### src/rtl/uart_axi_host.sv
`default_nettype none
// +----------------------------------------------------------------------------+
// | Module      : uart_axi_host                                                |
// | Description : Drives a 16550-style UART via AXI4-Lite. It programs the     |
// |               divisor, line control and FIFO control registers, then polls |
// |               LSR. It moves received bytes to rx_data/rx_valid and bytes   |
// |               from tx_data/tx_valid to THR. At most one AXI transaction is |
// |               outstanding at any time.                                     |
// | Option      : UART_AXI_HOST_LINE_ERR_EN adds a sticky line_err capture of  |
// |               {framing, parity, overrun}. Without it, line_err is tied to 0.|
// | Revision    : 1.0  initial release                                         |
// +----------------------------------------------------------------------------+

package axi4_lite_pkg;
   typedef logic [31:0] addr_t;
   typedef logic [31:0] data_t;
   typedef logic [3:0]  strb_t;
   typedef logic [1:0]  resp_t;
   localparam resp_t RESP_OKAY = 2'b00;
endpackage

module uart_axi_host
   import axi4_lite_pkg::*;
#(
   parameter logic [31:0] BASE_ADDR = 32'h0000_0000,
   parameter logic [15:0] DIVISOR   = 16'd27,
   parameter logic [7:0]  LCR_INIT  = 8'h03
) (
   input  logic       clk,
   input  logic       rst,
   input  logic [7:0] tx_data,
   input  logic       tx_valid,
   output logic       tx_ready,
   output logic [7:0] rx_data,
   output logic       rx_valid,
   input  logic       rx_ready,
   output logic       init_done,
   output logic       bus_err,
   output logic [2:0] line_err,
   output addr_t      awaddr,
   output logic       awvalid,
   input  logic       awready,
   output data_t      wdata,
   output strb_t      wstrb,
   output logic       wvalid,
   input  logic       wready,
   input  logic       bvalid,
   input  resp_t      bresp,
   output logic       bready,
   output addr_t      araddr,
   output logic       arvalid,
   input  logic       arready,
   input  data_t      rdata,
   input  logic       rvalid,
   input  resp_t      rresp,
   output logic       rready
);

   typedef enum logic [3:0] {
      INIT_DLAB = 4'd0,
      INIT_DLL  = 4'd1,
      INIT_DLM  = 4'd2,
      INIT_LCR  = 4'd3,
      INIT_FCR  = 4'd4,
      POLL_LSR  = 4'd5,
      RD_RBR    = 4'd6,
      WR_THR    = 4'd7
   } state_t;

   state_t     state_q, state_d;
   logic       awvalid_q, awvalid_d, wvalid_q, wvalid_d, bready_q, bready_d;
   logic       arvalid_q, arvalid_d, rready_q, rready_d;
   addr_t      awaddr_q, awaddr_d, araddr_q, araddr_d;
   data_t      wdata_q, wdata_d;
   strb_t      wstrb_q, wstrb_d;
   logic       tx_ready_q, tx_ready_d, rx_valid_q, rx_valid_d;
   logic       init_done_q, init_done_d, bus_err_q, bus_err_d;
   logic [7:0] rx_data_q, rx_data_d, tx_byte_q, tx_byte_d;

   logic       wr_req, rd_req, wr_done, rd_done, idle;
   logic [2:0] req_reg;
   logic [7:0] req_byte;
   logic       unused_rdata;

   // Only the low byte of read data carries UART register contents.
   assign unused_rdata = ^rdata[31:8];

   assign wr_done = bready_q & bvalid;
   assign rd_done = rready_q & rvalid;
   assign idle    = ~(awvalid_q | wvalid_q | bready_q | arvalid_q | rready_q);

   // Sequencer: picks the register access for the current state, tracks AXI handshakes, branches on completion
   always_comb begin
      state_d     = state_q;
      tx_ready_d  = 1'b0;
      tx_byte_d   = tx_byte_q;
      rx_valid_d  = rx_valid_q & ~rx_ready;
      rx_data_d   = rx_data_q;
      init_done_d = init_done_q;
      bus_err_d   = bus_err_q | (wr_done & (bresp != RESP_OKAY)) | (rd_done & (rresp != RESP_OKAY));
      wr_req      = 1'b0;
      rd_req      = 1'b0;
      req_reg     = 3'd0;
      req_byte    = 8'h00;

      case (state_q)
         INIT_DLAB: begin
            wr_req = 1'b1; req_reg = 3'd3; req_byte = LCR_INIT | 8'h80;
            if (wr_done) state_d = INIT_DLL;
         end
         INIT_DLL: begin
            wr_req = 1'b1; req_reg = 3'd0; req_byte = DIVISOR[7:0];
            if (wr_done) state_d = INIT_DLM;
         end
         INIT_DLM: begin
            wr_req = 1'b1; req_reg = 3'd1; req_byte = DIVISOR[15:8];
            if (wr_done) state_d = INIT_LCR;
         end
         INIT_LCR: begin
            wr_req = 1'b1; req_reg = 3'd3; req_byte = LCR_INIT;
            if (wr_done) state_d = INIT_FCR;
         end
         INIT_FCR: begin
            wr_req = 1'b1; req_reg = 3'd2; req_byte = 8'h07;
            if (wr_done) begin
               state_d     = POLL_LSR;
               init_done_d = 1'b1;
            end
         end
         POLL_LSR: begin
            rd_req = 1'b1; req_reg = 3'd5;
            if (rd_done) begin
               if (rdata[0] && !rx_valid_q) begin
                  state_d = RD_RBR;
               end else if (tx_valid && rdata[5]) begin
                  // Byte is captured here so the strobe and the THR write refer to the same value.
                  state_d    = WR_THR;
                  tx_ready_d = 1'b1;
                  tx_byte_d  = tx_data;
               end
            end
         end
         RD_RBR: begin
            rd_req = 1'b1; req_reg = 3'd0;
            if (rd_done) begin
               rx_data_d  = rdata[7:0];
               rx_valid_d = 1'b1;
               state_d    = POLL_LSR;
            end
         end
         WR_THR: begin
            wr_req = 1'b1; req_reg = 3'd0; req_byte = tx_byte_q;
            if (wr_done) state_d = POLL_LSR;
         end
         default: state_d = INIT_DLAB;
      endcase

      // Channel bookkeeping: each valid drops after its own handshake; the response phase opens once requests are done.
      awvalid_d = awvalid_q & ~awready;
      wvalid_d  = wvalid_q & ~wready;
      bready_d  = (bready_q & ~bvalid) | ((awvalid_q | wvalid_q) & ~awvalid_d & ~wvalid_d);
      arvalid_d = arvalid_q & ~arready;
      rready_d  = (rready_q & ~rvalid) | (arvalid_q & arready);
      awaddr_d  = awaddr_q;
      wdata_d   = wdata_q;
      wstrb_d   = wstrb_q;
      araddr_d  = araddr_q;

      if (idle && wr_req) begin
         awvalid_d = 1'b1;
         wvalid_d  = 1'b1;
         awaddr_d  = BASE_ADDR + {27'd0, req_reg, 2'b00};
         wdata_d   = {24'h000000, req_byte};
         wstrb_d   = 4'b0001;
      end
      if (idle && rd_req) begin
         arvalid_d = 1'b1;
         araddr_d  = BASE_ADDR + {27'd0, req_reg, 2'b00};
      end
   end

   // State and output registers, synchronous active-low reset
   always_ff @(posedge clk) begin
      if (!rst) begin
         state_q     <= INIT_DLAB;
         awvalid_q   <= 1'b0;
         wvalid_q    <= 1'b0;
         bready_q    <= 1'b0;
         arvalid_q   <= 1'b0;
         rready_q    <= 1'b0;
         awaddr_q    <= '0;
         wdata_q     <= '0;
         wstrb_q     <= '0;
         araddr_q    <= '0;
         tx_ready_q  <= 1'b0;
         tx_byte_q   <= 8'h00;
         rx_valid_q  <= 1'b0;
         rx_data_q   <= 8'h00;
         init_done_q <= 1'b0;
         bus_err_q   <= 1'b0;
      end else begin
         state_q     <= state_d;
         awvalid_q   <= awvalid_d;
         wvalid_q    <= wvalid_d;
         bready_q    <= bready_d;
         arvalid_q   <= arvalid_d;
         rready_q    <= rready_d;
         awaddr_q    <= awaddr_d;
         wdata_q     <= wdata_d;
         wstrb_q     <= wstrb_d;
         araddr_q    <= araddr_d;
         tx_ready_q  <= tx_ready_d;
         tx_byte_q   <= tx_byte_d;
         rx_valid_q  <= rx_valid_d;
         rx_data_q   <= rx_data_d;
         init_done_q <= init_done_d;
         bus_err_q   <= bus_err_d;
      end
   end

`ifdef UART_AXI_HOST_LINE_ERR_EN
   logic [2:0] line_err_q, line_err_d;

   // Accumulate {framing, parity, overrun} from every LSR poll
   always_comb begin
      line_err_d = line_err_q;
      if ((state_q == POLL_LSR) && rd_done) line_err_d = line_err_q | {rdata[3], rdata[2], rdata[1]};
   end

   // Sticky line error register
   always_ff @(posedge clk) begin
      if (!rst) line_err_q <= 3'b000;
      else      line_err_q <= line_err_d;
   end

   assign line_err = line_err_q;
`else
   assign line_err = 3'b000;
`endif

   assign awvalid   = awvalid_q;
   assign wvalid    = wvalid_q;
   assign bready    = bready_q;
   assign arvalid   = arvalid_q;
   assign rready    = rready_q;
   assign awaddr    = awaddr_q;
   assign wdata     = wdata_q;
   assign wstrb     = wstrb_q;
   assign araddr    = araddr_q;
   assign tx_ready  = tx_ready_q;
   assign rx_valid  = rx_valid_q;
   assign rx_data   = rx_data_q;
   assign init_done = init_done_q;
   assign bus_err   = bus_err_q;

endmodule

`default_nettype wire

### config.mk
export PLATFORM = sky130hd
export DESIGN_NAME = uart_axi_host
export DESIGN_NICKNAME = d
export VERILOG_FILES = /design/src/rtl/uart_axi_host.sv
export SDC_FILE = /design/constraint.sdc
export NUM_CORES = 1
export LEC_CHECK = 0
export CORE_MARGIN = 2
export CORE_UTILIZATION = 36
export CTS_CLUSTER_DIAMETER = 120
export CTS_CLUSTER_SIZE = 40
export DETAILED_ROUTE_END_ITERATION = 8
export PLACE_DENSITY = 0.81
export SLEW_MARGIN = 20
export SYNTH_ARGS = -nofsm -noshare
export SYNTH_HDL_FRONTEND = slang
export SYNTH_SLANG_ARGS = --single-unit
### constraint.sdc
create_clock -name clk -period 2.28 [get_ports clk]
set_clock_uncertainty 0.05 [all_clocks]
set_input_delay 0.228 -clock clk [delete_from_list [all_inputs] [get_ports clk]]
set_output_delay 0.228 -clock clk [all_outputs]
set_load 0.01 [all_outputs]
# Word-level counts from Yosys, hierarchy flattened
# Cells that the tools add are included.
dict set report word_totals {
  out_inout_bits 120
  reg_bits 44
  elab_cells 102
  in_bits 53
}
dict set report op_classes {
  n_reduce_logical 17
  mux 20
  bitwise_logic 34
  eq_ne 15
}
# operator count
set op_table {}
lappend op_table {{case mux 8 bit (5 select lines)} 1}
lappend op_table {{two-way mux 4 bit} 9}
lappend op_table {{case mux 4 bit (7 select lines)} 1}
lappend op_table {{== test 4 x 3 -> 1 bit, second input constant} 4}
lappend op_table {{AND 1 bit} 13}
lappend op_table {{NOT 1 bit} 13}
lappend op_table {{inequality test 2 bit, second input constant} 6}
lappend op_table {{case mux 3 bit (4 select lines)} 1}
lappend op_table {{== test 4 x 2 -> 1 bit, second input constant} 2}
lappend op_table {{two-way mux 1 bit} 8}
lappend op_table {{bitwise OR 1 bit} 8}
lappend op_table {{AND reduction 8 bit} 1}
lappend op_table {{OR reduction 2 bit} 3}
lappend op_table {{OR reduction 6 bit} 1}
lappend op_table {{== test 4 x 1 -> 1 bit, second input constant} 1}
lappend op_table {{logical AND 1 bit} 4}
lappend op_table {{zero test 4 bit} 1}
lappend op_table {{AND reduction 2 bit} 2}
lappend op_table {{AND reduction 4 bit} 1}
lappend op_table {{nonzero test 2 bit} 2}
lappend op_table {{OR reduction 4 bit} 1}
lappend op_table {{inequality test 3 bit, second input constant} 1}
lappend op_table {{inequality test 2 x 1 -> 1 bit, second input constant} 1}
lappend op_table {{zero test 1 bit} 1}

# Depth between registers and ports, before layout
# Gate-level depths: netlist (run 1).
dict set report logic_depth {
  depth_word 7
  ltp_mapped 6
  ltp_nobuf 4
}

# Least setup slack after synthesis (run 1)
# OpenSTA, ideal clock, no wires.
dict set report synth_timing {
  kind {register to register}
  start {reg bready_q, in the netlist bready}
  end {reg wdata_q[5], in the netlist wdata[5]}
  slack_ns 0.603
  t_required_ns 2.102
  stages_incl_launch_ff 5
  setup_time_ns 0.128
  path_buffers 0
  arrival_time_ns 1.500
  synth_period_minus_slack_ns 1.677
  path_cell_list {dfxtp_1 -> or3_4 -> a2111oi_4 -> mux2i_1 -> nor2_1}
}
dict set report synth_between {
  elab_chain_len 5
}
# item line
set synth_rtl {}
lappend synth_rtl {{start: declaration} 71} ;# logic awvalid_q, awvalid_d, wvalid_q, wvalid_d, bready_q, bready_d;
lappend synth_rtl {{start signal: assignment} 205} ;# bready_q <= bready_d;
lappend synth_rtl {{bitwise OR 1 bit (3 in series)} 90} ;# assign idle = ~(awvalid_q | wvalid_q | bready_q | arvalid_q | rready_q);
lappend synth_rtl {{NOT 1 bit} 90}
lappend synth_rtl {{logical AND 1 bit} 169} ;# if (idle && wr_req) begin
lappend synth_rtl {{end signal: assignment} 209} ;# wdata_q <= wdata_d;
lappend synth_rtl {{end: declaration} 74} ;# data_t wdata_q, wdata_d;
# No other way between the ends.
# A chain may end at the register's enable or synchronous reset.

# Final worst setup path (run 1)
dict set report layout_timing {
  start {reg state_q[2]}
  end {reg tx_byte_q[4]}
}
dict set report layout_between {
  elab_chain_len 2
}
# item line
set layout_rtl {}
lappend layout_rtl {{start: declaration} 70} ;# state_t state_q, state_d;
lappend layout_rtl {{start signal: assignment} 202} ;# state_q <= state_d;
lappend layout_rtl {{== test 4 x 3 -> 1 bit} 106} ;# case (state_q)
lappend layout_rtl {{AND reduction 4 bit (no line)} -}
lappend layout_rtl {{end signal: assignment} 213} ;# tx_byte_q <= tx_byte_d;
lappend layout_rtl {{end: declaration} 78} ;# logic [7:0] rx_data_q, rx_data_d, tx_byte_q, tx_byte_d;
# No other way between the ends.

==> results of run 1 <==
## critical path: cells and delay by family, from the launching register on
family | cells | cell delay, ns
and+or+nand+nor | 3 | 0.58
buffers and inverters | 1 | 0.24
muxes | 1 | 0.23
DFF | 1 | 0.70
## stage by stage
step / area [sq um] / util (%) / setup WS [ns]
2_1_floorplan: 2830 / - / 0.603
3_3_place_gp: 2890 / 42.7 / 0.451
3_5_place_dp: 2890 / 42.7 / 0.374
4_1_cts: 3000 / 44.4 / 0.340
5_1_grt: 3000 / 44.4 / 0.198
6_report: 3000 / 44.4 / 0.358
## registers in the layout, summed over array words and instances, names as in the netlist, 3 cells and up
signal     flops
state_q        3
rx_data        8
wdata          8
awaddr         3
araddr         3
tx_byte_q      8
## cell families (layout without fill, tap and decap cells)
family	Yosys count	in the layout	synth area share, %
AO/OA/AOI/OAI	40	40	11.2
XOR/XNOR	1	1	0.350
buffers and inverters	105	81	29.1
flip-flops	43	43	34.4
multiplexers	20	20	8.01
other	1	88	0.150
AND/OR/NAND/NOR	86	86	16.8
## synth_stat cells (all sizes together), types with 2 or more instances
| library cell | number | area, sq um |
|---|---|---|
| o22ai | 5 | 31.3 |
| a21oi | 12 | 60.1 |
| nand4 | 4 | 25.0 |
| nor4b | 2 | 17.5 |
| nor2b | 4 | 25.0 |
| buf | 90 | 671 |
| inv | 4 | 15.0 |
| o21ai | 5 | 25.0 |
| a21o | 3 | 22.5 |
| nor3 | 6 | 30.0 |
| and4 | 2 | 17.5 |
| a2bb2oi | 2 | 17.5 |
| a221oi | 3 | 26.3 |
| nand2 | 16 | 60.1 |
| dfxtp | 43 | 861 |
| and2 | 3 | 20.0 |
| clkbuf | 10 | 37.5 |
| a31oi | 3 | 18.8 |
| and3 | 2 | 12.5 |
| nand2b | 9 | 56.3 |
| nor2 | 35 | 131 |
| mux2i | 20 | 200 |
## cell type report
type	instances	area [sq um]
clock buffer	5	68.8
clock inverter	3	43.8
fill	657	3760
inverter	5	18.8
multi-input combinational	235	1240
sequential	43	861
tap	80	100
timing repair buffer	68	661
## layer usage
metal / GRT usage, % / share of wire (%)
met1: 14.7 / 40
met5: 0 / 0
met4: 6.85 / 3.0
met2: 22.3 / 49
met3: 4.64 / 9.0
## worst max path at each step
stage | start | end | slack (ns) | depth (start not counted)
global placement | bready$_SDFF_PN0_ | wdata[5]$_SDFFE_PN0P_ | 0.45 | 4
CTS | state_q[2]$_SDFFE_PN0P_ | tx_byte_q[4]$_SDFFE_PN0P_ | 0.34 | 5
finish | state_q[2]$_SDFFE_PN0P_ | tx_byte_q[4]$_SDFFE_PN0P_ | 0.36 | 5
global route | state_q[2]$_SDFFE_PN0P_ | tx_byte_q[5]$_SDFFE_PN0P_ | 0.20 | 5
detailed placement | state_q[2]$_SDFFE_PN0P_ | tx_byte_q[4]$_SDFFE_PN0P_ | 0.37 | 5
floorplan | bready$_SDFF_PN0_ | wdata[5]$_SDFFE_PN0P_ | 0.60 | 4
## power by group through the flow
stage | clock network (mW) | registers, mW | logic [mW]
after global placement | 0 | 0.879 | 0.568
after floorplan | 0 | 0.899 | 0.425
final | 0.597 | 0.863 | 0.586
after detailed placement | 0 | 0.882 | 0.578
after CTS | 0.608 | 0.865 | 0.581
after global routing | 0.640 | 0.872 | 0.645
==> impl_metrics.yaml, run 1 <==
power:
  cellInternalPower_mw: 1.40
  pwr-share-comb_pct: 28.6
  p_leak_nw: 1.22
  swShare_pct: 31.8
  switchingPower_mw: 0.650
  power_mw: 2.05
  pwr-share-seq_pct: 42.2
  cellPowerDensity_mw_per_mm2: 683
  peakVddDrop_uv: 556
  clockPowerShare_pct: 29.2
layout:
  layout_commonest_cell: "conb_1"
  drive_gt1_share_pct: 5.57
  fin_cells: 439
  final_cell_mix: "conb_1, clkdlybuf4s50_1, dfxtp_1"
  antenna_cells: 0
  syn2layout_area_growth_pct: 19.9
  nNetsFinal: 411
clock_network:
  cts_tree: "done"
  postCtsResizedCells: 0
  numCtsBuffers: 5
  clk_latency_ns: 0.30
  holdBufCountCts: 0
  ctsLongestPathBuffers: 2
  cts_root_buffer: "clkbuf_8"
  clkSinkCount: 43
  clkTransAtPathRegs_ns: 0.09
  cts.htree.levels: 2
  post_cts_buffers: 0
worst_setup_path:
  required_ns: 2.42
  crit_path_start_kind: "register"
  cpMaxStageDelayCell: "dfxtp_1"
  crit_chain: "nand4_1 -> nor4b_2 -> buf_4 -> mux2i_1 -> nor2_1"
  worst_r2r_path_depth: 5
  r2r-end: "tx_byte_q[4]$_SDFFE_PN0P_"
  r2r_slack_ns: 0.36
  crit_arrival_ns: 2.06
  r2r-start: "state_q[2]$_SDFFE_PN0P_"
  max_stage_delay_ns: 0.70
  critPathKind: "reg -> reg"
  cp-end-kind: "register"
  cp_max_fo: 16
sta:
  post-route-min-period_ns: 1.92
  rsz0062_at_grt: "false"
  period_share_pct: 84.3
  clock.fmax_mhz: 520
  hold_slack_ns: 0.394
  maxSlewHeadroom_pct: 59.5
  hold_viol: 0
  tns_ns: 0
  drv_slew: 0
  tightestPinTransition_ns: 0.608
  setup_violations: 0
floorplan:
  placementRows: 30
  dieHeight_microns: 87.3
  initial_utilization_pct: 37.0
  die_area_sq_mm: 0.00763
  die-width_microns: 87.3
  core_area_sq_mm: 0.00676
  io_pins: 173
logic_synthesis:
  synth_area_sq_mm: 0.00250
  yosysSeqAreaShare_pct: 34.4
  synthCells: 296
  synth-main-ff-cell: "dfxtp_1"
  ys_async_sr_fraction_pct: 0
  ys_ff_latch: 43
  synth_edf_count: 0
  ys_warn_count: 0
  syn_area_per_cell_sq_um: 8.45
  ys_types: 37
grt:
  antenna_found_initial: 0
  grt_pass1_wl_microns: 8030
  grt_pass1_vias: 1755
  overflow: 0
  grt_max_degree: 22
  grtUsageTotal_pct: 13.3
route:
  dr.pass1.iters: 4
  route.detailed.wl_per_inst_microns: 11.8
  drc: 0
  vias_per_cell: 4.41
  ant_nets: 0
  drtIter0Drc: 29
  routed_wl_microns: 5170
  dr_total_vias: 1934
place:
  port-buffer-count: 60
  gp_congestion: 0.821
  dp_hpwl_microns: 3990
  dp.cells: 431
worst_hold_path:
  hold-path-cell-count: 2
  hp-start: "awaddr[4]$_SDFFE_PN0P_"
  min_to: "awaddr[4]$_SDFFE_PN0P_"
  min_path_type: "reg -> reg"
run:
  max_cap_violations: 0
outcome:
  outcome: "finished clean"
Note: power is estimated with default switching activity, not from simulation.
==> inputs of run 2 (changes only) <==
--- a/config.mk
+++ b/config.mk
@@ -6,11 +6,11 @@
 export NUM_CORES = 1
 export LEC_CHECK = 0
 export CORE_MARGIN = 2
-export CORE_UTILIZATION = 36
+export CORE_UTILIZATION = 32
 export CTS_CLUSTER_DIAMETER = 120
 export CTS_CLUSTER_SIZE = 40
 export DETAILED_ROUTE_END_ITERATION = 8
-export PLACE_DENSITY = 0.81
+export PLACE_DENSITY = 0.76
 export SLEW_MARGIN = 20
 export SYNTH_ARGS = -nofsm -noshare
 export SYNTH_HDL_FRONTEND = slang
==> constraint.sdc (replaced) <==
create_clock -name clk -period 1.5 [get_ports clk]
set_clock_uncertainty 0.05 [all_clocks]
set_input_delay 0.15 -clock clk [delete_from_list [all_inputs] [get_ports clk]]
set_output_delay 0.15 -clock clk [all_outputs]
set_load 0.01 [all_outputs]
==> run 2 against run 1 <==
The flow now finishes with violations (negative setup slack); via count grew 4.1%; critical path depth unchanged; global-route usage fell by 0.12 points; sequential power increased by 49%; maximum frequency rose by 27%; highest routed layer unchanged; total power grew 54%; sequential cell count unchanged; utilization down 1.8 points; register-to-register slack worse by 0.37 ns.
==> impl_metrics.yaml, run 2 (synthesis gave the netlist of run 1 again) <==
route:
  routed_wl_microns: 5550
  drtIter0Drc: 115
  dr_total_vias: 2014
  ant_nets: 0
  dr.pass1.iters: 4
  drc: 0
  vias_per_cell: 4.15
  route.detailed.wl_per_inst_microns: 11.4
run:
  max_cap_violations: 0
clock_network:
  clkSinkCount: 43
  holdBufCountCts: 0
  ctsLongestPathBuffers: 2
  cts_tree: "done"
  clk_latency_ns: 0.31
  numCtsBuffers: 5
  clkTransAtPathRegs_ns: 0.09
  cts.htree.levels: 2
  cts_root_buffer: "clkbuf_8"
power:
  clockPowerShare_pct: 24.5
  pwr-share-comb_pct: 34.5
  cellInternalPower_mw: 2.10
  cellPowerDensity_mw_per_mm2: 967
  pwr-share-seq_pct: 41.1
  swShare_pct: 33.3
  peakVddDrop_uv: 636
  switchingPower_mw: 1.05
  p_leak_nw: 1.41
layout:
  regArea_sq_um: 866
  nNetsFinal: 435
  drive_gt1_share_pct: 14.4
  antenna_cells: 0
  fillCellCount: 748
  syn2layout_area_growth_pct: 30.2
  final_cell_mix: "conb_1, clkdlybuf4s50_1, dfxtp_1"
  layout_commonest_cell: "conb_1"
  fin_area_sq_mm: 0.00326
  multiInputGateArea_sq_mm: 0.00129
sta:
  hold_slack_ns: 0.360
  drv_slew: 0
  period_share_pct: 101
  rsz0062_at_grt: "true"
  worst_slack_ns: -0.0152
  clock.fmax_mhz: 660
  hold_viol: 0
  post-route-min-period_ns: 1.52
  setup_violations: 2
worst_setup_path:
  crit_chain: "or3_4 -> a2111oi_4 -> buf_4 -> mux2i_1 -> nor2_1"
  cp_max_fo: 4
  crit_arrival_ns: 1.67
  cp-end-kind: "register"
  worst_r2r_path_depth: 5
  required_ns: 1.66
  crit_path_start_kind: "register"
  cpMaxStageDelayCell: "or3_4"
  critPathKind: "reg -> reg"
  max_stage_delay_ns: 0.42
  r2r-start: "bready$_SDFF_PN0_"
  r2r_slack_ns: -0.02
  r2r-end: "wdata[6]$_SDFFE_PN0P_"
grt:
  grt_pass1_wl_microns: 9000
  grt_max_degree: 18
  grtUsageTotal_pct: 13.1
  grt_pass1_vias: 1914
  antenna_found_initial: 0
  overflow: 0
floorplan:
  core_area_sq_mm: 0.00765
  die-width_microns: 92.4
  dieHeight_microns: 92.4
  io_pins: 173
  placementRows: 32
  initial_utilization_pct: 32.7
  die_area_sq_mm: 0.00853
place:
  dpl_cell_area_sq_mm: 0.00310
  dp_hpwl_microns: 4240
  port-buffer-count: 60
  gp_congestion: 0.800
worst_hold_path:
  min_path_type: "in -> reg"
  hold-path-cell-count: 3
  hp-start: "arready"
  min_to: "rready$_SDFF_PN0_"
outcome:
  violations: "negative setup slack"
  outcome: "complete, but fails checks"
## run 2: changes by cell type in the layout (fill, tap and decap cells not counted), moves of 2 or more
cell | previous run | this run
buf_4 | 8 | 29
clkdlybuf4s50_1 | 60 | 54
dfxtp_1 | 43 | 39
dfxtp_2 | 0 | 4
dlygate4sd2_1 | 0 | 3
dlymetal6s2s_1 | 0 | 3
nor3_1 | 6 | 3
buf_6 | 0 | 2
clkinvlp_4 | 0 | 2
nor3_2 | 0 | 2
## run 2: cell type report
| type | count | share of cell area [%] |
|---|---|---|
| timing repair buffer | 92 | 26.6 |
| tap | 102 | 3.92 |
| sequential | 43 | 26.6 |
| clock buffer | 5 | 2.11 |
| multi-input combinational | 235 | 39.5 |
| inverter | 5 | 0.576 |
| clock inverter | 3 | 0.730 |
## run 2: what timing repair did
item	in CTS	in global routing
buffers inserted	1	0
cloned	1	0
gates resized for setup	11	8
endpoints found under the setup margin	30	36
pin swaps	1	2
## run 2: power by group through the flow
stage / combinational [mW] / clock [mW] / sequential, mW
finish: 1.08 / 0.771 / 1.29
global route: 1.18 / 0.832 / 1.31
CTS: 1.06 / 0.784 / 1.30
detailed placement: 1.04 / 0 / 1.32
global placement: 1.03 / 0 / 1.32
floorplan: 0.649 / 0 / 1.37
## run 2: layer usage
layer | GRT usage, % | part of all wire (%)
met5 | 0 | 0
met4 | 3.36 | 1.0
met1 | 15.4 | 41
met3 | 3.74 | 8.5
met2 | 23.5 | 49
## run 2: worst max path at each step
| stage | from | end | slack (ns) |
|---|---|---|---|
| 2_1_floorplan | bready$_SDFF_PN0_ | wdata[5]$_SDFFE_PN0P_ | -0.03 |
| 3_3_place_gp | rvalid | tx_byte_q[4]$_SDFFE_PN0P_ | -0.18 |
| 3_5_place_dp | rvalid | tx_byte_q[3]$_SDFFE_PN0P_ | -0.22 |
| 4_1_cts | bready$_SDFF_PN0_ | wdata[6]$_SDFFE_PN0P_ | -0.003 |
| 5_1_grt | state_q[1]$_SDFFE_PN0P_ | rx_data[1]$_SDFFE_PN0P_ | -0.11 |
| 6_report | bready$_SDFF_PN0_ | wdata[6]$_SDFFE_PN0P_ | -0.02 |
## run 2: per-stage QoR
step / power (mW) / worst slack, ns / TNS [ns] / std cells / utilization, %
global placement: 2.35 / -0.175 / -2.26 / 475 / 40.5
detailed placement: 2.36 / -0.224 / -2.61 / 475 / 40.5
CTS: 3.14 / -0.00288 / -0.00446 / 485 / 42.2
floorplan: 2.02 / -0.0258 / -0.0517 / 383 / -
finish: 3.15 / -0.0152 / -0.0248 / 485 / 42.6
global route: 3.32 / -0.107 / -1.97 / 485 / 42.6
## run 2: worst max-delay path: cells and delay by family, from the launching register on
kind            cells  cell delay (ns)
buf+inv             1             0.20
compound gates      1             0.19
mux                 1             0.18
simple gates        2             0.47
flops               1             0.32
